==> config.mk <==
export PLATFORM = sky130hd
export DESIGN_NAME = spi3w_slave
export DESIGN_NICKNAME = d
export VERILOG_FILES = /design/src/rtl/spi3w_pkg.sv /design/src/rtl/spi_sync_edge.sv /design/src/rtl/spi3w_slave.sv
export SDC_FILE = /design/constraint.sdc
export NUM_CORES = 1
export LEC_CHECK = 0
export BUFFER_PORTS_ARGS = -buffer_cell sky130_fd_sc_hd__buf_2
export CAP_MARGIN = 20
export CORE_MARGIN = 4
export CORE_UTILIZATION = 65
export DETAILED_ROUTE_END_ITERATION = 8
export PLACE_DENSITY = 0.83
export SYNTH_ARGS = -nofsm -noshare
export SYNTH_HDL_FRONTEND = slang
export SYNTH_SLANG_ARGS = --single-unit
==> constraint.sdc <==
create_clock -name clk -period 5.2 [get_ports clk]
set_input_delay 1.04 -clock clk [delete_from_list [all_inputs] [get_ports clk]]
set_output_delay 1.04 -clock clk [all_outputs]
set_load 0.005 [all_outputs]
==> src/rtl/spi3w_pkg.sv <==
// Shared types and constants for the 3-wire SPI responder.
package spi3w_pkg;

   typedef enum logic [2:0] {
      IDLE,
      CMD,
      ADDR,
      WDATA,
      RDATA,
      DONE
   } state_e;

   localparam logic CMD_READ  = 1'b1;
   localparam logic CMD_WRITE = 1'b0;

   localparam int unsigned A_WIDTH_DFLT   = 16;
   localparam int unsigned D_WIDTH_DFLT   = 8;
   localparam int unsigned MEM_DEPTH_DFLT = 16;

   // Frame length in sclk cycles: command bit + address + data.
   function automatic int unsigned frame_bits(input int unsigned aw, input int unsigned dw);
      return 1 + aw + dw;
   endfunction

   localparam int unsigned FRAME_BITS_DFLT = 1 + A_WIDTH_DFLT + D_WIDTH_DFLT;

endpackage

==> src/rtl/spi_sync_edge.sv <==
// Two-flop synchronizer with edge detection against a registered previous value.
module spi_sync_edge #(
   parameter logic rst_val = 1'b0
) (
   input  logic clk,
   input  logic rst,
   input  logic d,
   output logic q,
   output logic rise_c,
   output logic fall_c
);

   logic meta_q, meta_d;
   logic sync_q, sync_d;
   logic prev_q, prev_d;

   // Shift the pin value through the synchronizer and history flop.
   always_comb begin
      meta_d = d;
      sync_d = meta_q;
      prev_d = sync_q;
   end

   // Synchronizer registers; reset to the line's idle level.
   always_ff @(posedge clk) begin
      if (rst) begin
         meta_q <= rst_val;
         sync_q <= rst_val;
         prev_q <= rst_val;
      end else begin
         meta_q <= meta_d;
         sync_q <= sync_d;
         prev_q <= prev_d;
      end
   end

   assign q      = sync_q;
   assign rise_c = sync_q & ~prev_q;
   assign fall_c = ~sync_q & prev_q;

endmodule

==> src/rtl/spi3w_slave.sv <==
// 3-wire SPI responder with a small register file, fully in the clk domain.
module spi3w_slave
   import spi3w_pkg::*;
#(
   parameter int unsigned a_width   = A_WIDTH_DFLT,
   parameter int unsigned d_width   = D_WIDTH_DFLT,
   parameter int unsigned mem_depth = MEM_DEPTH_DFLT
) (
   input  logic               clk,
   input  logic               rst,
   input  logic               sclk,
   input  logic               cs,
   input  logic               sdio_in,
   output logic               sdio_out,
   output logic               sdio_oe,
   output logic               wr_valid,
   output logic [a_width-1:0] wr_addr,
   output logic [d_width-1:0] wr_data,
   output logic               rd_valid,
   output logic               frame_err
);

   localparam int unsigned IDX_W      = (mem_depth > 1) ? $clog2(mem_depth) : 1;
   localparam int unsigned FRAME_BITS = frame_bits(a_width, d_width);
   localparam int unsigned CNT_W      = $clog2(FRAME_BITS + 1);

   logic sclk_s, sclk_rise, sclk_fall;
   logic cs_s, cs_rise, cs_fall;
   logic sdio_s, sdio_rise_unused, sdio_fall_unused;
   logic sclk_s_unused, cs_s_unused;

   spi_sync_edge #(.rst_val(1'b0)) u_sync_sclk (
      .clk(clk), .rst(rst), .d(sclk), .q(sclk_s), .rise_c(sclk_rise), .fall_c(sclk_fall)
   );

   spi_sync_edge #(.rst_val(1'b1)) u_sync_cs (
      .clk(clk), .rst(rst), .d(cs), .q(cs_s), .rise_c(cs_rise), .fall_c(cs_fall)
   );

   // sdio passes through the same depth as sclk so a sample lines up with its rise.
   spi_sync_edge #(.rst_val(1'b0)) u_sync_sdio (
      .clk(clk), .rst(rst), .d(sdio_in), .q(sdio_s),
      .rise_c(sdio_rise_unused), .fall_c(sdio_fall_unused)
   );

   assign sclk_s_unused = sclk_s;
   assign cs_s_unused   = cs_s;

   state_e             state_q, state_d;
   logic [CNT_W-1:0]   cnt_q, cnt_d;
   logic               cmd_q, cmd_d;
   logic [a_width-1:0] addr_q, addr_d;
   logic [d_width-1:0] shift_q, shift_d;
   logic [d_width-1:0] mem_q [mem_depth];
   logic [d_width-1:0] mem_d [mem_depth];
   logic               sdio_out_q, sdio_out_d;
   logic               sdio_oe_q, sdio_oe_d;
   logic               wr_valid_q, wr_valid_d;
   logic [a_width-1:0] wr_addr_q, wr_addr_d;
   logic [d_width-1:0] wr_data_q, wr_data_d;
   logic               rd_valid_q, rd_valid_d;
   logic               frame_err_q, frame_err_d;

   logic [a_width-1:0] addr_next;
   logic [d_width-1:0] data_next;

   assign addr_next = {addr_q[a_width-2:0], sdio_s};
   assign data_next = {shift_q[d_width-2:0], sdio_s};

   // Frame decode; cnt counts sampled rises, then driven bits once in RDATA.
   always_comb begin
      state_d     = state_q;
      cnt_d       = cnt_q;
      cmd_d       = cmd_q;
      addr_d      = addr_q;
      shift_d     = shift_q;
      mem_d       = mem_q;
      sdio_out_d  = sdio_out_q;
      sdio_oe_d   = sdio_oe_q;
      wr_valid_d  = 1'b0;
      wr_addr_d   = wr_addr_q;
      wr_data_d   = wr_data_q;
      rd_valid_d  = 1'b0;
      frame_err_d = 1'b0;

      if ((state_q != IDLE) && cs_rise) begin
         frame_err_d = (state_q != DONE);
         sdio_oe_d   = 1'b0;
         sdio_out_d  = 1'b0;
         state_d     = IDLE;
      end else begin
         case (state_q)
            IDLE: begin
               if (cs_fall) begin
                  cnt_d   = '0;
                  state_d = CMD;
               end
            end
            CMD: begin
               if (sclk_rise) begin
                  cmd_d   = sdio_s;
                  cnt_d   = cnt_q + CNT_W'(1);
                  state_d = ADDR;
               end
            end
            ADDR: begin
               if (sclk_rise) begin
                  addr_d = addr_next;
                  cnt_d  = cnt_q + CNT_W'(1);
                  if (cnt_q == CNT_W'(a_width)) begin
                     case (cmd_q)
                        CMD_READ: begin
                           shift_d = mem_q[addr_next[IDX_W-1:0]];
                           cnt_d   = '0;
                           state_d = RDATA;
                        end
                        CMD_WRITE: state_d = WDATA;
                        default:   state_d = WDATA;
                     endcase
                  end
               end
            end
            WDATA: begin
               if (sclk_rise) begin
                  shift_d = data_next;
                  cnt_d   = cnt_q + CNT_W'(1);
                  if (cnt_q == CNT_W'(FRAME_BITS - 1)) begin
                     mem_d[addr_q[IDX_W-1:0]] = data_next;
                     wr_addr_d  = addr_q;
                     wr_data_d  = data_next;
                     wr_valid_d = 1'b1;
                     state_d    = DONE;
                  end
               end
            end
            RDATA: begin
               if (sclk_fall) begin
                  if (cnt_q == CNT_W'(d_width)) begin
                     sdio_oe_d  = 1'b0;
                     sdio_out_d = 1'b0;
                     rd_valid_d = 1'b1;
                     state_d    = DONE;
                  end else begin
                     sdio_oe_d  = 1'b1;
                     sdio_out_d = shift_q[d_width-1];
                     shift_d    = {shift_q[d_width-2:0], 1'b0};
                     cnt_d      = cnt_q + CNT_W'(1);
                  end
               end
            end
            DONE: begin
               state_d = DONE;
            end
            default: state_d = IDLE;
         endcase
      end
   end

   // State and output registers.
   always_ff @(posedge clk) begin
      if (rst) begin
         state_q     <= IDLE;
         cnt_q       <= '0;
         cmd_q       <= 1'b0;
         addr_q      <= '0;
         shift_q     <= '0;
         mem_q       <= '{default: '0};
         sdio_out_q  <= 1'b0;
         sdio_oe_q   <= 1'b0;
         wr_valid_q  <= 1'b0;
         wr_addr_q   <= '0;
         wr_data_q   <= '0;
         rd_valid_q  <= 1'b0;
         frame_err_q <= 1'b0;
      end else begin
         state_q     <= state_d;
         cnt_q       <= cnt_d;
         cmd_q       <= cmd_d;
         addr_q      <= addr_d;
         shift_q     <= shift_d;
         mem_q       <= mem_d;
         sdio_out_q  <= sdio_out_d;
         sdio_oe_q   <= sdio_oe_d;
         wr_valid_q  <= wr_valid_d;
         wr_addr_q   <= wr_addr_d;
         wr_data_q   <= wr_data_d;
         rd_valid_q  <= rd_valid_d;
         frame_err_q <= frame_err_d;
      end
   end

   assign sdio_out  = sdio_out_q;
   assign sdio_oe   = sdio_oe_q;
   assign wr_valid  = wr_valid_q;
   assign wr_addr   = wr_addr_q;
   assign wr_data   = wr_data_q;
   assign rd_valid  = rd_valid_q;
   assign frame_err = frame_err_q;

endmodule

=== Yosys cells after proc, flatten, opt, wreduce, memory -nomap -nowiden ===
Cells that the tools add are included.

* $add $sub $neg: 1
* Magnitude comparators: 3
* Eq/ne operators: 20
* Mux-type cells: 35
* Bitwise gates (word level): 16
* Reductions and logical operators: 18

{| class="wikitable"
|+ Operators by type and width
! kind !! number
|-
| $bwmux W128 || 1
|-
| $mux W8 || 9
|-
| $mux W5 || 7
|-
| $bmux W8 S4 || 1
|-
| $demux W8 S4 || 1
|-
| $mux W3 || 8
|-
| $pmux W8 S3 || 1
|-
| $ne A2 B2 Y1 const B || 10
|-
| $pmux W5 S4 || 1
|-
| $pmux W3 S6 || 1
|-
| $reduce_and A8 Y1 || 2
|-
| $eq A5 B5 Y1 const B || 2
|-
| $ge A5 B5 Y1 const B || 2
|-
| $not A1 Y1 || 10
|-
| $not A4 Y5 || 2
|-
| $reduce_or A4 Y1 || 2
|-
| $reduce_and A7 Y1 || 1
|-
| $eq A3 B2 Y1 const B || 2
|-
| $eq A3 B3 Y1 const B || 2
|-
| $pmux W3 S2 || 1
|-
| $reduce_and A3 Y1 || 2
|-
| $reduce_bool A3 Y1 || 2
|-
| $reduce_or A2 Y1 || 3
|-
| $add A5 B1 Y5 const B || 1
|-
| other kinds (12) || 19
|}

* Flip-flop bits (word level): 198
* Bits of input ports: 5
* Output and inout bits: 29
* Logic and storage cells: 129

=== Longest topological paths before layout ===
* Depth after elaboration: 8
* Mapped depth: 9
* Mapped depth without buffers: 7

=== By module ===
Synthesis repeated with hierarchy kept, for this count alone.

* Cells, all modules: 992
* Area total of the unflattened synthesis: 8675.8 µm²

{| class="wikitable"
|+ Modules (own cells, without submodules)
! module !! instances !! cells an instance !! area an instance (µm²) !! seq. area each (µm²)
|-
| spi3w_slave || 1 || 968 || 8400.6 || 3803.6
|-
| spi_sync_edge (u_sync_sclk ...) || 2 || 8 || 91.3 || 60.1
|-
| spi_sync_edge (u_sync_cs) || 1 || 8 || 92.6 || 60.1
|}

=== Worst setup path after synthesis ===
Ideal clock, no wire load.

* Kind: reg-to-reg
* Start point: register state_q[2]
* End point: register mem_q[16] (netlist name)
* Library setup time: 0.132 ns
* Data arrival time: 1.941 ns
* Data required time: 5.068 ns
* Setup slack: 3.127 ns
* Stages on the path, launching flop included: 8
* Buffers on the path: 2
* Clock period less this slack: 2.073 ns
* Path through: dfxtp_1 -> or3_4 -> a2111o_1 -> buf_6 -> or3_1 -> buf_2 -> nand2_1 -> a21oi_1

* Cells in the longest elaborated chain, start to end: 4
* Elaborated cells between the ends (all ways): 5
* Classes of those cells: eq/ne: 1; bitwise: 1; reduce/logical: 3

{| class="wikitable"
|+ Ends and longest elaborated chain
! item !! RTL line !! RTL
|-
| start, declared || spi3w_slave.sv:49 || <nowiki>state_e state_q, state_d;</nowiki>
|-
| start signal, assigned || spi3w_slave.sv:176 || <nowiki>state_q <= state_d;</nowiki>
|-
| $reduce_bool A3 Y1 || spi3w_slave.sv:86 || <nowiki>if ((state_q != IDLE) && cs_rise) begin</nowiki>
|-
| $logic_and A1 B1 Y1 || spi3w_slave.sv:86 ||
|-
| $not A1 Y1 (no line) || -- ||
|-
| $reduce_and A4 Y1 (no line) (*) || -- ||
|-
| end signal, assigned || spi3w_slave.sv:181 || <nowiki>mem_q <= mem_d;</nowiki>
|-
| end, declared || spi3w_slave.sv:54 || <nowiki>logic [d_width-1:0] mem_q [mem_depth];</nowiki>
|}

Every way passes the cells marked *; elsewhere a longest branch is shown, timed or not.
A chain may end at the register's enable or synchronous reset.

=== Final worst setup path ===
* Start point: register state_q[2]
* End point: register mem_q[29] (netlist name)

Same word-level chain as after synthesis.

==> flow_summary.toml <==
[routing]
drt_pass1_iterations = 6
detail_route.wl_per_cell_um = 17.7
wl_met3_mm = 1.80
wl_mm = 20.9
vias = 7217
drt_iter0_drc = 866
dr_wl_met2_mm = 9.62
dr.max_layer_used = "met4"
drc = 0
vias_per_cell = 6.12
ant_nets = 0
m1WireLength_mm = 8.75

[logic_synthesis]
synthSimpleGateAreaFrac_pct = 24.0
synth_cell_types = 48
synth_edf_count = 0
synth_nets = 1019
async_flop_share_pct = 0
synth_warnings = 0
synth_top_flop_cell = "dfxtp_1"
synthMuxAreaShare_pct = 10.1
synth_xor_area_share_pct = 0.103
netlist_area_mm2 = 0.00850
synth-adder-area-share_pct = 0.294
synth_compound_area_share_pct = 14.6
seq_area_frac_synth_pct = 46.6
synth_top_family_by_area = "simple AND/OR/NAND/NOR gates"
ys_ff_latch = 198
syn_avg_cell_area_um2 = 8.40
syn_inst = 1012

[timing]
hold_slack_ns = 0.409
finalCritPeriodShare_pct = 55.4
worstMarginPinSlew_ns = 1.04
fin_skew_ns = 0.00832
period_minus_slack_ns = 2.88
timing.final.ws_setup_ns = 2.32
rsz0062_at_grt = "no"
maxSlewViolCount = 0
tns_ns = 0
maxSlewHeadroom_pct = 30.4
setup_viol = 0
hold_violations = 0
clock.fmax_mhz = 347

[clock_network]
post-cts-setup-buffers = 0
cts_tree = "yes"
post_cts_resized = 0
clock_sinks = 198
insertion_delay_ns = 0.44
hold_buffers = 0
cts_made_buffers = 17
htreeDepth = 4
clockBufferDepth = 2
clk_pin_slew_ns = 0.07
cts-root-buf = "clkbuf_16"

[critical_path]
cp_slowest_cell = "a2111o_2"
cp.required_ns = 5.57
cp-end-kind = "flop"
crit_path_start_kind = "flop"
path_class = "reg -> reg"
crit_buf_inv = 0
arrival_ns = 3.25
cp_max_fo = 38
crit_chain = "or3_4 -> a2111o_2 -> nor4_4 -> nand2_1 -> a21oi_1"
max_stage_delay_ns = 0.87
path_delay_family = "simple AND/OR/NAND/NOR gates"

[min_path]
hold_path.class = "reg -> reg"

[final_layout]
syn_to_final_growth_pct = 8.32
final_cell_mix = "327 x nand2_1, 197 x dfxtp_1, 162 x a21oi_1, 40 x nor2_1, 32 x buf_2"
layout_commonest_cell = "nand2_1"
nFillCells = 987
drive_gt1_share_pct = 12.6
fin_nets = 1002
n_antenna_cell = 0
fin_util_pct = 72.4

[pwr]
power_frac_comb_pct = 4.7
p_leak_uw = 0.00321
p_per_area_mw_per_mm2 = 326
internal_power_uw = 2270
switching_share_pct = 24.4
p_clk_share_pct = 43.3
switchingPower_uw = 732
vdd_drop_max_uv = 339
seqPwrFrac_pct = 52.0

[placement]
hpwl_mm = 13.0
dpl_worst_slack_ns = 2.17
place.gp.congestion = 0.898
io_buffer_count = 33

[floorplanning]
die_area_mm2 = 0.0150
chipHeight_um = 122
core-area_mm2 = 0.0127
rows = 41
pin_count = 34
initial_core_util_pct = 66.8
dieWidth_um = 122

[global_routing]
grt_max_degree = 143
track_usage_pct = 29.0
grt_overflow = 0
grt_pass1_wl_mm = 33.9
grt_pass1_vias = 6608
grt_antenna_before_repair = 0

[run_status]
status = "finished clean"

[flow_run]
drv_cap = 0
[synth_stat cells, types with 2 or more instances]
| library cell | number | area share (%) |
|---|---|---|
| clkbuf_1 | 52 | 2.3 |
| buf_6 | 4 | 0.53 |
| nor2b_1 | 15 | 1.1 |
| ha_1 | 2 | 0.29 |
| inv_1 | 5 | 0.22 |
| and2_1 | 2 | 0.15 |
| a311oi_1 | 8 | 0.82 |
| mux2i_1 | 27 | 3.2 |
| nand2b_1 | 10 | 0.74 |
| or3_1 | 7 | 0.52 |
| a221oi_1 | 21 | 2.2 |
| nand4_1 | 2 | 0.15 |
| or2_2 | 3 | 0.22 |
| o21ai_0 | 12 | 0.71 |
| a211oi_1 | 2 | 0.18 |
| buf_1 | 5 | 0.22 |
| mux4_2 | 19 | 5.0 |
| buf_4 | 2 | 0.18 |
| nor3_4 | 9 | 1.7 |
| a21oi_1 | 162 | 9.5 |
| dfxtp_1 | 198 | 47 |
| mux2_2 | 14 | 1.9 |
| a22oi_1 | 2 | 0.18 |
| buf_2 | 14 | 0.82 |
| nand3_1 | 19 | 1.1 |
| nand2_1 | 327 | 14 |
| and3_1 | 6 | 0.44 |
| nor2_1 | 40 | 1.8 |
| nand3_2 | 4 | 0.47 |
[through the flow]
stage	power [uW]	cells	area, um^2
2_1_floorplan	1700	1012	8500
6_report	3000	1180	9210
5_1_grt	3090	1180	9210
4_1_cts	3010	1178	9180
3_5_place_dp	1730	1146	8600
3_3_place_gp	1730	1146	8600
[state kept, by name, indices dropped and copies added (netlist names)]
signal and cells:
mem_q 128, addr_q 16, wr_addr 16, shift_q 8, wr_data 8, cnt_q 5, state_q 3, cmd_q 1
frame_err 1, rd_valid 1, sdio_oe 1, sdio_out 1, u_sync_cs.meta_q 1, u_sync_cs.prev_q 1, u_sync_cs.q 1, u_sync_sclk.meta_q 1
u_sync_sclk.prev_q 1, u_sync_sclk.q 1, u_sync_sdio.meta_q 1, u_sync_sdio.q 1, wr_valid 1
[logic make-up after synthesis]
kind of cell,count (synthesis)
compound gates,216
simple gates,453
fa+ha+maj,2
xor+xnor,1
buf+inv,82
flops,198
mux,60
[power by group through the flow]
stage / Sequential, uW / Combinational [uW] / Clock, uW
after floorplan: 1570 / 131 / 0
after global placement: 1590 / 136 / 0
after detailed placement: 1590 / 139 / 0
after CTS: 1560 / 140 / 1310
after global routing: 1560 / 157 / 1370
final: 1560 / 141 / 1300
[final cells by class]
class | count | area, um^2 | share of cell area (%)
multi-input cells | 732 | 4190 | 45.5
flip-flops and latches | 198 | 3970 | 43.1
clock buffers | 19 | 443 | 4.81
repair buffers | 41 | 239 | 2.60
well taps | 172 | 215 | 2.34
clock inverters | 13 | 139 | 1.51
inverters | 5 | 18.8 | 0.204
[worst paths after layout]
kind                    start           to  slack (ns)  depth (start not counted)
max                state_q[2]    mem_q[29]        2.32                          5
min          u_sync_cs.meta_q  u_sync_cs.q        0.41                          1
max reg2reg        state_q[2]    mem_q[29]        2.32                          5
min reg2reg  u_sync_cs.meta_q  u_sync_cs.q        0.41                          1
[worst register-to-register path: cells and delay by family, from the launching register on]
family | cells | cell delay, ns
AO/OA/AOI/OAI | 2 | 1.07
flip-flops | 1 | 0.47
AND/OR/NAND/NOR | 3 | 1.28
[metal layers]
metal	GRT usage (%)	vias to the layer above
li1	-	3419
met1	39.1	3416
met2	45.6	321
met3	6.64	61
met4	11.5	0
met5	0	-
Note: power is estimated with default switching activity, not from simulation.
